<file path="src/rtl/rv32i_types.sv">
// Shared RV32I types for the MEM-stage load/store unit: load/store funct3
// encodings, the LSU state encoding and store lane helpers.
// The optional misaligned-access trap (LSU_MISALIGN_TRAP_EN) uses is_misaligned().
package rv32i_types;

   localparam int XLEN = 32;

   typedef enum logic [2:0] {
      LD_LB  = 3'b000,
      LD_LH  = 3'b001,
      LD_LW  = 3'b010,
      LD_LBU = 3'b100,
      LD_LHU = 3'b101
   } load_funct3_t;

   typedef enum logic [2:0] {
      ST_SB = 3'b000,
      ST_SH = 3'b001,
      ST_SW = 3'b010
   } store_funct3_t;

   typedef enum logic [1:0] {
      IDLE   = 2'd0,
      ACCESS = 2'd1,
      DONE   = 2'd2
   } lsu_state_t;

   typedef struct packed {
      logic [3:0]      byte_enable;
      logic [XLEN-1:0] wdata;
   } store_lanes_t;

   // Byte mask and lane-shifted data for a store. Halfword lanes follow
   // offset[1] only, so a misaligned sh lands on its containing halfword.
   function automatic store_lanes_t store_lanes(input logic [2:0]      funct3,
                                                input logic [1:0]      offset,
                                                input logic [XLEN-1:0] rs2);
      store_lanes_t s;
      s.byte_enable = 4'b0000;
      s.wdata       = rs2;
      case (store_funct3_t'(funct3))
         ST_SB: begin
            s.byte_enable = 4'b0001 << offset;
            s.wdata       = {4{rs2[7:0]}};
         end
         ST_SH: begin
            s.byte_enable = 4'b0011 << {offset[1], 1'b0};
            s.wdata       = {2{rs2[15:0]}};
         end
         ST_SW:   s.byte_enable = 4'b1111;
         default: s.byte_enable = 4'b0000;
      endcase
      return s;
   endfunction

   // Halfword accesses need an even offset, word accesses a zero offset.
   function automatic logic is_misaligned(input logic [2:0] funct3,
                                          input logic [1:0] offset);
      logic mis;
      case (funct3)
         3'b001, 3'b101: mis = offset[0];
         3'b010:         mis = (offset != 2'b00);
         default:        mis = 1'b0;
      endcase
      return mis;
   endfunction

endpackage

</file>
<file path="src/rtl/lsu_load_align.sv">
// Combinational load aligner: picks the addressed byte/halfword out of the
// memory word and sign- or zero-extends it. Reused by any cache bypass path.
module lsu_load_align
   import rv32i_types::*;
(
   input  logic [XLEN-1:0] rdata,
   input  logic [1:0]      offset,
   input  logic [2:0]      funct3,
   output logic [XLEN-1:0] load_data
);

   logic [7:0]  byte_v;
   logic [15:0] half_v;

   // Lane select then extension; unknown funct3 yields zero.
   always_comb begin
      // NOTE: every output of a combinational block gets a default first so no path can infer a latch.
      byte_v    = rdata[7:0];
      half_v    = offset[1] ? rdata[31:16] : rdata[15:0];
      load_data = '0;
      case (offset)
         2'd0:    byte_v = rdata[7:0];
         2'd1:    byte_v = rdata[15:8];
         2'd2:    byte_v = rdata[23:16];
         default: byte_v = rdata[31:24];
      endcase
      case (load_funct3_t'(funct3))
         LD_LB:   load_data = {{24{byte_v[7]}}, byte_v};
         LD_LH:   load_data = {{16{half_v[15]}}, half_v};
         LD_LW:   load_data = rdata;
         LD_LBU:  load_data = {24'd0, byte_v};
         LD_LHU:  load_data = {16'd0, half_v};
         default: load_data = '0;
      endcase
   end

endmodule

</file>
<file path="src/rtl/mem_stage_lsu.sv">
// MEM-stage load/store unit: issues one data-memory request per live
// load/store, stalls the pipeline until dmem_resp, and registers the
// extended load result for writeback.
// Optional macro LSU_MISALIGN_TRAP_EN: flag misaligned accesses on
// lsu_misalign instead of performing them force-aligned.
module mem_stage_lsu
   import rv32i_types::*;
#(
   parameter int ADDR_WIDTH = 32
) (
   input  logic                  clk,
   input  logic                  rst,
   input  logic                  mem_valid,
   input  logic                  mem_read,
   input  logic                  mem_write,
   input  logic [2:0]            mem_funct3,
   input  logic [31:0]           mem_alu_out,
   input  logic [31:0]           mem_rs2_out,
   input  logic                  pipe_stall,
   input  logic                  dmem_resp,
   input  logic [31:0]           dmem_rdata,
   output logic                  dmem_read,
   output logic                  dmem_write,
   output logic [ADDR_WIDTH-1:0] dmem_address,
   output logic [31:0]           dmem_wdata,
   output logic [3:0]            dmem_byte_enable,
   output logic                  lsu_stall,
`ifdef LSU_MISALIGN_TRAP_EN
   output logic                  lsu_misalign,
`endif
   output logic [31:0]           wb_load_data
);

   lsu_state_t            state_q, state_d;
   logic                  read_q, read_d;
   logic                  write_q, write_d;
   logic [ADDR_WIDTH-1:0] addr_q, addr_d;
   logic [31:0]           wdata_q, wdata_d;
   logic [3:0]            be_q, be_d;
   logic [2:0]            funct3_q, funct3_d;
   logic [1:0]            offset_q, offset_d;
   logic [31:0]           wb_q, wb_d;

   logic                  access;
   logic                  trap_hit;
   store_lanes_t          lanes;
   logic [31:0]           load_result;

   assign access = mem_valid & (mem_read | mem_write);
   assign lanes  = store_lanes(mem_funct3, mem_alu_out[1:0], mem_rs2_out);

`ifdef LSU_MISALIGN_TRAP_EN
   assign trap_hit = access & is_misaligned(mem_funct3, mem_alu_out[1:0]);
`else
   assign trap_hit = 1'b0;
`endif

   lsu_load_align u_load_align (
      .rdata     (dmem_rdata),
      .offset    (offset_q),
      .funct3    (funct3_q),
      .load_data (load_result)
   );

   // Next-state, request latching and combinational stall/trap outputs.
   always_comb begin
      state_d   = state_q;
      read_d    = read_q;
      write_d   = write_q;
      addr_d    = addr_q;
      wdata_d   = wdata_q;
      be_d      = be_q;
      funct3_d  = funct3_q;
      offset_d  = offset_q;
      wb_d      = wb_q;
      lsu_stall = 1'b0;
`ifdef LSU_MISALIGN_TRAP_EN
      lsu_misalign = 1'b0;
`endif
      case (state_q)
         IDLE: begin
`ifdef LSU_MISALIGN_TRAP_EN
            lsu_misalign = trap_hit;
`endif
            if (access && !trap_hit) begin
               lsu_stall = 1'b1;
               // A read wins when both read and write are set.
               read_d    = mem_read;
               write_d   = mem_write & ~mem_read;
               addr_d    = {mem_alu_out[ADDR_WIDTH-1:2], 2'b00};
               offset_d  = mem_alu_out[1:0];
               funct3_d  = mem_funct3;
               if (mem_read) begin
                  be_d    = 4'b0000;
                  wdata_d = '0;
               end else begin
                  be_d    = lanes.byte_enable;
                  wdata_d = lanes.wdata;
               end
               state_d = ACCESS;
            end
         end
         ACCESS: begin
            lsu_stall = 1'b1;
            if (dmem_resp) begin
               read_d  = 1'b0;
               write_d = 1'b0;
               if (read_q) begin
                  wb_d = load_result;
               end
               state_d = DONE;
            end
         end
         DONE: begin
            // Hold here while the pipeline is frozen so the same load is not reissued.
            if (!pipe_stall) begin
               state_d = IDLE;
            end
         end
         default: state_d = IDLE;
      endcase
      // Outputs read zero while reset is asserted.
      if (rst) begin
         lsu_stall = 1'b0;
`ifdef LSU_MISALIGN_TRAP_EN
         lsu_misalign = 1'b0;
`endif
      end
   end

   // State and request registers with synchronous reset.
   always_ff @(posedge clk) begin
      // NOTE: sequential state uses non-blocking assignments so every flop samples pre-edge values.
      if (rst) begin
         state_q  <= IDLE;
         read_q   <= 1'b0;
         write_q  <= 1'b0;
         addr_q   <= '0;
         wdata_q  <= '0;
         be_q     <= '0;
         funct3_q <= '0;
         offset_q <= '0;
         wb_q     <= '0;
      end else begin
         state_q  <= state_d;
         read_q   <= read_d;
         write_q  <= write_d;
         addr_q   <= addr_d;
         wdata_q  <= wdata_d;
         be_q     <= be_d;
         funct3_q <= funct3_d;
         offset_q <= offset_d;
         wb_q     <= wb_d;
      end
   end

   assign dmem_read        = read_q;
   assign dmem_write       = write_q;
   assign dmem_address     = addr_q;
   assign dmem_wdata       = wdata_q;
   assign dmem_byte_enable = be_q;
   assign wb_load_data     = wb_q;

endmodule

</file>
<file path="config.mk">
export PLATFORM = sky130hd
export DESIGN_NAME = mem_stage_lsu
export DESIGN_NICKNAME = d
export VERILOG_FILES = /design/src/rtl/rv32i_types.sv /design/src/rtl/lsu_load_align.sv /design/src/rtl/mem_stage_lsu.sv
export SDC_FILE = /design/constraint.sdc
export NUM_CORES = 1
export LEC_CHECK = 0
export ABC_CLOCK_PERIOD_IN_PS = 2500
export CAP_MARGIN = 20
export CELL_PAD_IN_SITES_DETAIL_PLACEMENT = 0
export CELL_PAD_IN_SITES_GLOBAL_PLACEMENT = 1
export CORE_MARGIN = 5
export CORE_UTILIZATION = 30
export DETAILED_ROUTE_END_ITERATION = 7
export DONT_BUFFER_PORTS = 1
export GPL_TIMING_DRIVEN = 0
export PLACE_DENSITY_LB_ADDON = 0.1
export SLEW_MARGIN = 10
export SYNTH_ARGS = -nofsm -noshare
export SYNTH_HDL_FRONTEND = slang
export SYNTH_SLANG_ARGS = --single-unit
export TNS_END_PERCENT = 100
</file>
<file path="constraint.sdc">
create_clock -name clk -period 2.5 [get_ports clk]
set_input_delay 0.375 -clock clk [delete_from_list [all_inputs] [get_ports clk]]
set_output_delay 0.375 -clock clk [all_outputs]
set_load 0.1 [all_outputs]
</file>
Yosys cells after proc, flatten, opt, wreduce, memory -nomap -nowiden --
Index checks and enable logic that the tools add are counted.
Storage, ports and cells: logic and storage cells 56, input port bits 106, flip-flop bits (word level) 107, output and inout bits 103
Operators by class: reductions and logical operators 9, bitwise gates (word level) 4, eq/ne operators 13, multiplexer cells 19, shift-type cells 2
Operators by type and width (number):
- $pmux W32 S5 | 1
- $pmux W32 S2 | 1
- $mux W32 | 1
- $pmux W8 S3 | 1
- $mux W16 | 1
- $pmux W4 S3 | 1
- $reduce_and A3 Y1 | 3
- $eq A3 B1 Y1 const B | 2
- $eq A3 B2 Y1 const B | 2
- $eq A3 B3 Y1 const B | 2
- $logic_not A3 Y1 | 2
- $mux W2 | 3
- $ne A2 B2 Y1 const B | 3
- $pmux W1 S2 | 3
- $pmux W2 S3 | 1
- $mux W1 | 5
- $eq A2 B1 Y1 const B | 2
- $eq A2 B2 Y1 const B | 2
- $logic_not A2 Y1 | 2
- $mux W4 | 1
- $shl A1 B2 Y4 const A | 1
- $shl A2 B2 Y4 const A | 1
- $and A1 B1 Y1 | 2
- $reduce_and A2 Y1 | 1
- 3 further kinds | 3

Depth between registers and ports, before layout --
word-level depth 5, depth in mapped cells 7, mapped depth without buffers 4

Modules after synthesis --
A second synthesis with hierarchy kept.
Second synthesis, totals: cells, all modules 673, area total of the unflattened synthesis 5576.6 sq um
Modules (own cells, without submodules):
- mem_stage_lsu | cells an instance 540, times used 1, seq. area each 2142.1 sq um, area an instance 4531.8 sq um
- lsu_load_align | cells an instance 133, times used 1, seq. area each 0.0 sq um, area an instance 1044.8 sq um

Worst setup path after synthesis --
No wires, ideal clock.
kind input port to output port, from input rst, to output lsu_stall, setup slack -518 ps, arrival 2643 ps, data required time 2125 ps, stages 2, cells stage by stage clkbuf_1 -> nor3_1
Between the ends: cells in the longest elaborated chain, start to end 1
Ends and longest elaborated chain:
- start, declared | line mem_stage_lsu.sv:12 | input logic rst,
- $mux W1 | line mem_stage_lsu.sv:123 | if (rst) begin
- end, declared | line mem_stage_lsu.sv:27 | output logic lsu_stall,
No other way between the ends.

Worst setup path after layout --
from register read_q, in the netlist dmem_read, to register wb_q[26], in the netlist wb_load_data[26]
Between the ends: cells in the longest elaborated chain, start to end 1
Ends and longest elaborated chain:
- start, declared | line mem_stage_lsu.sv:35 | logic read_q, read_d;
- start signal, assigned | line mem_stage_lsu.sv:146 | read_q <= read_d;
- $reduce_and A3 Y1 (no line)
- end signal, assigned | line mem_stage_lsu.sv:153 | wb_q <= wb_d;
- end, declared | line mem_stage_lsu.sv:42 | logic [31:0] wb_q, wb_d;
No other way between the ends. A chain may end at the register's enable or synchronous reset.

==> impl_metrics.py <==
metrics = {
    "run_status": {
        "run_status": "finished clean",
    },
    "timing": {
        "finalCritPeriodShare": 0.913,
        "timing.final.hold_violations": 0,
        "fin_crit_ns": 2.28,
        "max_clock_freq_ghz": 0.438,
        "final-setup-viol-count": 0,
        "final-max-slew-violation-count": 0,
        "worst_slew_pin_slew_ns": 1.03,
        "grt_setup_unrepaired": "false",
        "slew-limit-headroom": 0.311,
        "clock-skew-final_ns": 0.0107,
    },
    "layout": {
        "highest_count_cells_in_the_layout_ignoring_fill_and_taps": "106 x dfxtp_1, 97 x nand2_1, 74 x a21oi_1",
        "area_growth_syn_to_layout_pct": 11.7,
        "layout.cell_area.non_filler_sq_um": 5090,
        "most_common_cell_after_layout_fill_and_taps_aside": "dfxtp_1",
        "proportion_of_layout_cells_with_a_drive_suffix_above_1": 0.116,
        "final_net_count": 634,
    },
    "worst_setup_path": {
        "cp_data_required_time_ns": 2.78,
        "timing.critical_path.fanout_max": 10,
        "crit-reg2reg-launch": "dmem_read",
        "timing.critical_path.arrival_ns": 2.56,
        "timing.reg2reg.setup_slack_ns": 0.22,
        "timing.setup.critical_path_class": "flip-flop to flip-flop",
        "r2r_cells": 4,
        "worstSetupStartpointType": "flip-flop",
        "setup.worst_path.end_class": "flip-flop",
        "regToRegEndpoint": "wb_load_data[26]",
    },
    "detailed_routing": {
        "detail_route.drc_violations": 0,
        "maxUsedRoutingLayer": "met4",
        "drt_first_iter_violations": 183,
        "wl_um": 15500,
        "postRouteAntennaNets": 0,
        "detail_route.vias_per_cell": 5.38,
        "routed_wire_length_per_instance_um": 21.5,
        "dr_total_vias": 3882,
        "drt-met1-wl_um": 6230,
        "dr_wl_met2_um": 7230,
        "drt_first_pass_iters": 4,
        "routed-wl-met3_um": 1760,
    },
    "floorplan": {
        "floorplan.core_area_sq_um": 15000,
        "floorplan.rows": 45,
        "floorplan.io_pins": 209,
        "die_width_um": 133,
        "die_h_um": 133,
        "start_util": 0.303,
        "die_area_sq_um": 17700,
    },
    "power": {
        "power.density_nw_per_um2": 776,
        "leakage_uw": 0.00176,
        "peakVddDrop_v": 0.000315,
        "total_power_uw": 3950,
    },
    "placed_design": {
        "gp_congestion": 0.804,
        "placed_area_sq_um": 4800,
        "place.port_buffers": 0,
        "place_hpwl_um": 11900,
    },
    "worst_hold_path": {
        "min_from": "mem_alu_out[27]",
        "hold_class": "input pin to flip-flop",
        "worstHoldPathCells": 2,
        "whs_endpoint": "dmem_address[27]",
    },
    "clocking": {
        "ctsHoldBuffers": 0,
        "tritoncts_num_sinks": 107,
        "clk_root_buffer_cell": "clkbuf_16",
        "number_of_buffers_created_by_cts": 9,
        "post_cts_resized": 1,
        "worst_setup_hold_path_clk_slew_ns": 0.07,
        "clock_tree.buffer_depth": 2,
        "tritoncts": "yes",
        "clock_insertion_delay_worst_skew_ns": 0.36,
        "post-cts-setup-buffers": 0,
        "htreeDepth": 3,
    },
    "global_routing": {
        "grt_max_degree": 18,
        "initial_antenna_violation_count": 1,
        "grt_pass1_vias": 3901,
        "grt_pass1_wl_um": 23400,
        "global_route.overflow_total": 0,
        "grtUsageTotal": 0.170,
    },
    "synthesis": {
        "edff_count_synth": 0,
        "syn_warnings": 0,
        "synth_top_flop_cell": "dfxtp_1",
        "post_synth_inst_count": 516,
        "synth_top_cell_area_share": 0.470,
        "netlist.top_cell.by_area": "dfxtp_1",
        "synth-seq-area-share": 0.470,
        "syn_avg_cell_area_sq_um": 8.83,
        "synth-seq-cells": 107,
        "syn-cell-area_sq_um": 4550,
        "asyncSetResetFlopFracSynth": 0,
        "post_synth_num_cell_types": 47,
        "synth.top_cells.by_area": "dfxtp_1 47%, a21oi_1 8.1%, nand2_1 8.0%",
    },
    "job": {
        "drv.max_cap_violation_count": 0,
    },
}
## sequential cells by signal (all words and copies together) (netlist names)
register	flops
dmem_address	30
dmem_wdata	32
state_q	2
wb_load_data	32
dmem_read	1
dmem_write	1
offset_q	2
dmem_byte_enable	4
funct3_q	3
## per-stage QoR
stage	util	setup TNS (ns)	std cells	hold WS, ns	worst slack (ns)
3_5_place_dp	0.320	-3.94	705	0.514	-0.228
5_1_grt	0.338	0	722	0.135	0.0575
6_report	0.338	0	722	0.150	0.217
4_1_cts	0.338	0	721	0.134	0.157
2_1_floorplan	-	0	517	0.468	0.325
3_3_place_gp	0.319	-4.40	705	0.514	-0.233
## where the power goes
| group | switching [uW] | leakage, uW | internal [uW] |
|---|---|---|---|
| Combinational | 243 | 0.000752 | 143 |
| Sequential | 427 | 0.000869 | 1760 |
| Clock | 666 | 0.000139 | 704 |
## area by class of cell
cell class	count	area, sq um
Buffer	45	215
Clock inverter	6	40.0
Multi-Input combinational cell	362	2200
Inverter	3	11.3
Antenna cell	1	2.50
Fill cell	1595	9950
Tap cell	188	235
Sequential cell	107	2140
Clock buffer	10	239
## metal layers
metal,up-vias,track usage
met1,1829,0.198
met4,0,0.0594
li1,1879,-
met5,-,0
met3,15,0.0853
met2,159,0.271
## cells by family (layout without fill, tap and decap cells)
family,after synthesis,in the layout,share of synthesized area
AOI/OAI and AO/OA,179,179,0.257
DFF,107,107,0.470
and+or+nand+nor,155,155,0.147
other,1,3,0.000823
buffers and inverters,48,64,0.0497
muxes,26,26,0.0758
## critical path: stages (launching register included)
cell	delay (ns)
dfxtp_2	0.69
nor3b_2	0.68
nand3_1	0.39
buf_2	0.30
a21oi_1	0.15
## Yosys cell counts, types with 3 or more instances
master	number
dfxtp_1	107
a22oi_1	33
a211oi_1	14
mux2_2	8
a221oi_1	6
mux4_2	6
buf_2	15
a22o_1	10
a21oi_1	74
buf_4	3
nand2b_1	4
nand2_1	97
o21ai_0	22
clkbuf_1	23
mux2i_1	12
nor2b_1	6
a221o_1	9
nor2_1	32
## worst max-delay path by stage
stage                     startpoint                to
final                      dmem_read  wb_load_data[26]
after global routing       dmem_read  wb_load_data[26]
after CTS                  dmem_read  wb_load_data[26]
after detailed placement   dmem_read  wb_load_data[23]
after global placement     dmem_read  wb_load_data[27]
after floorplan            dmem_read  wb_load_data[18]
Note: power is estimated with default switching activity, not from simulation.
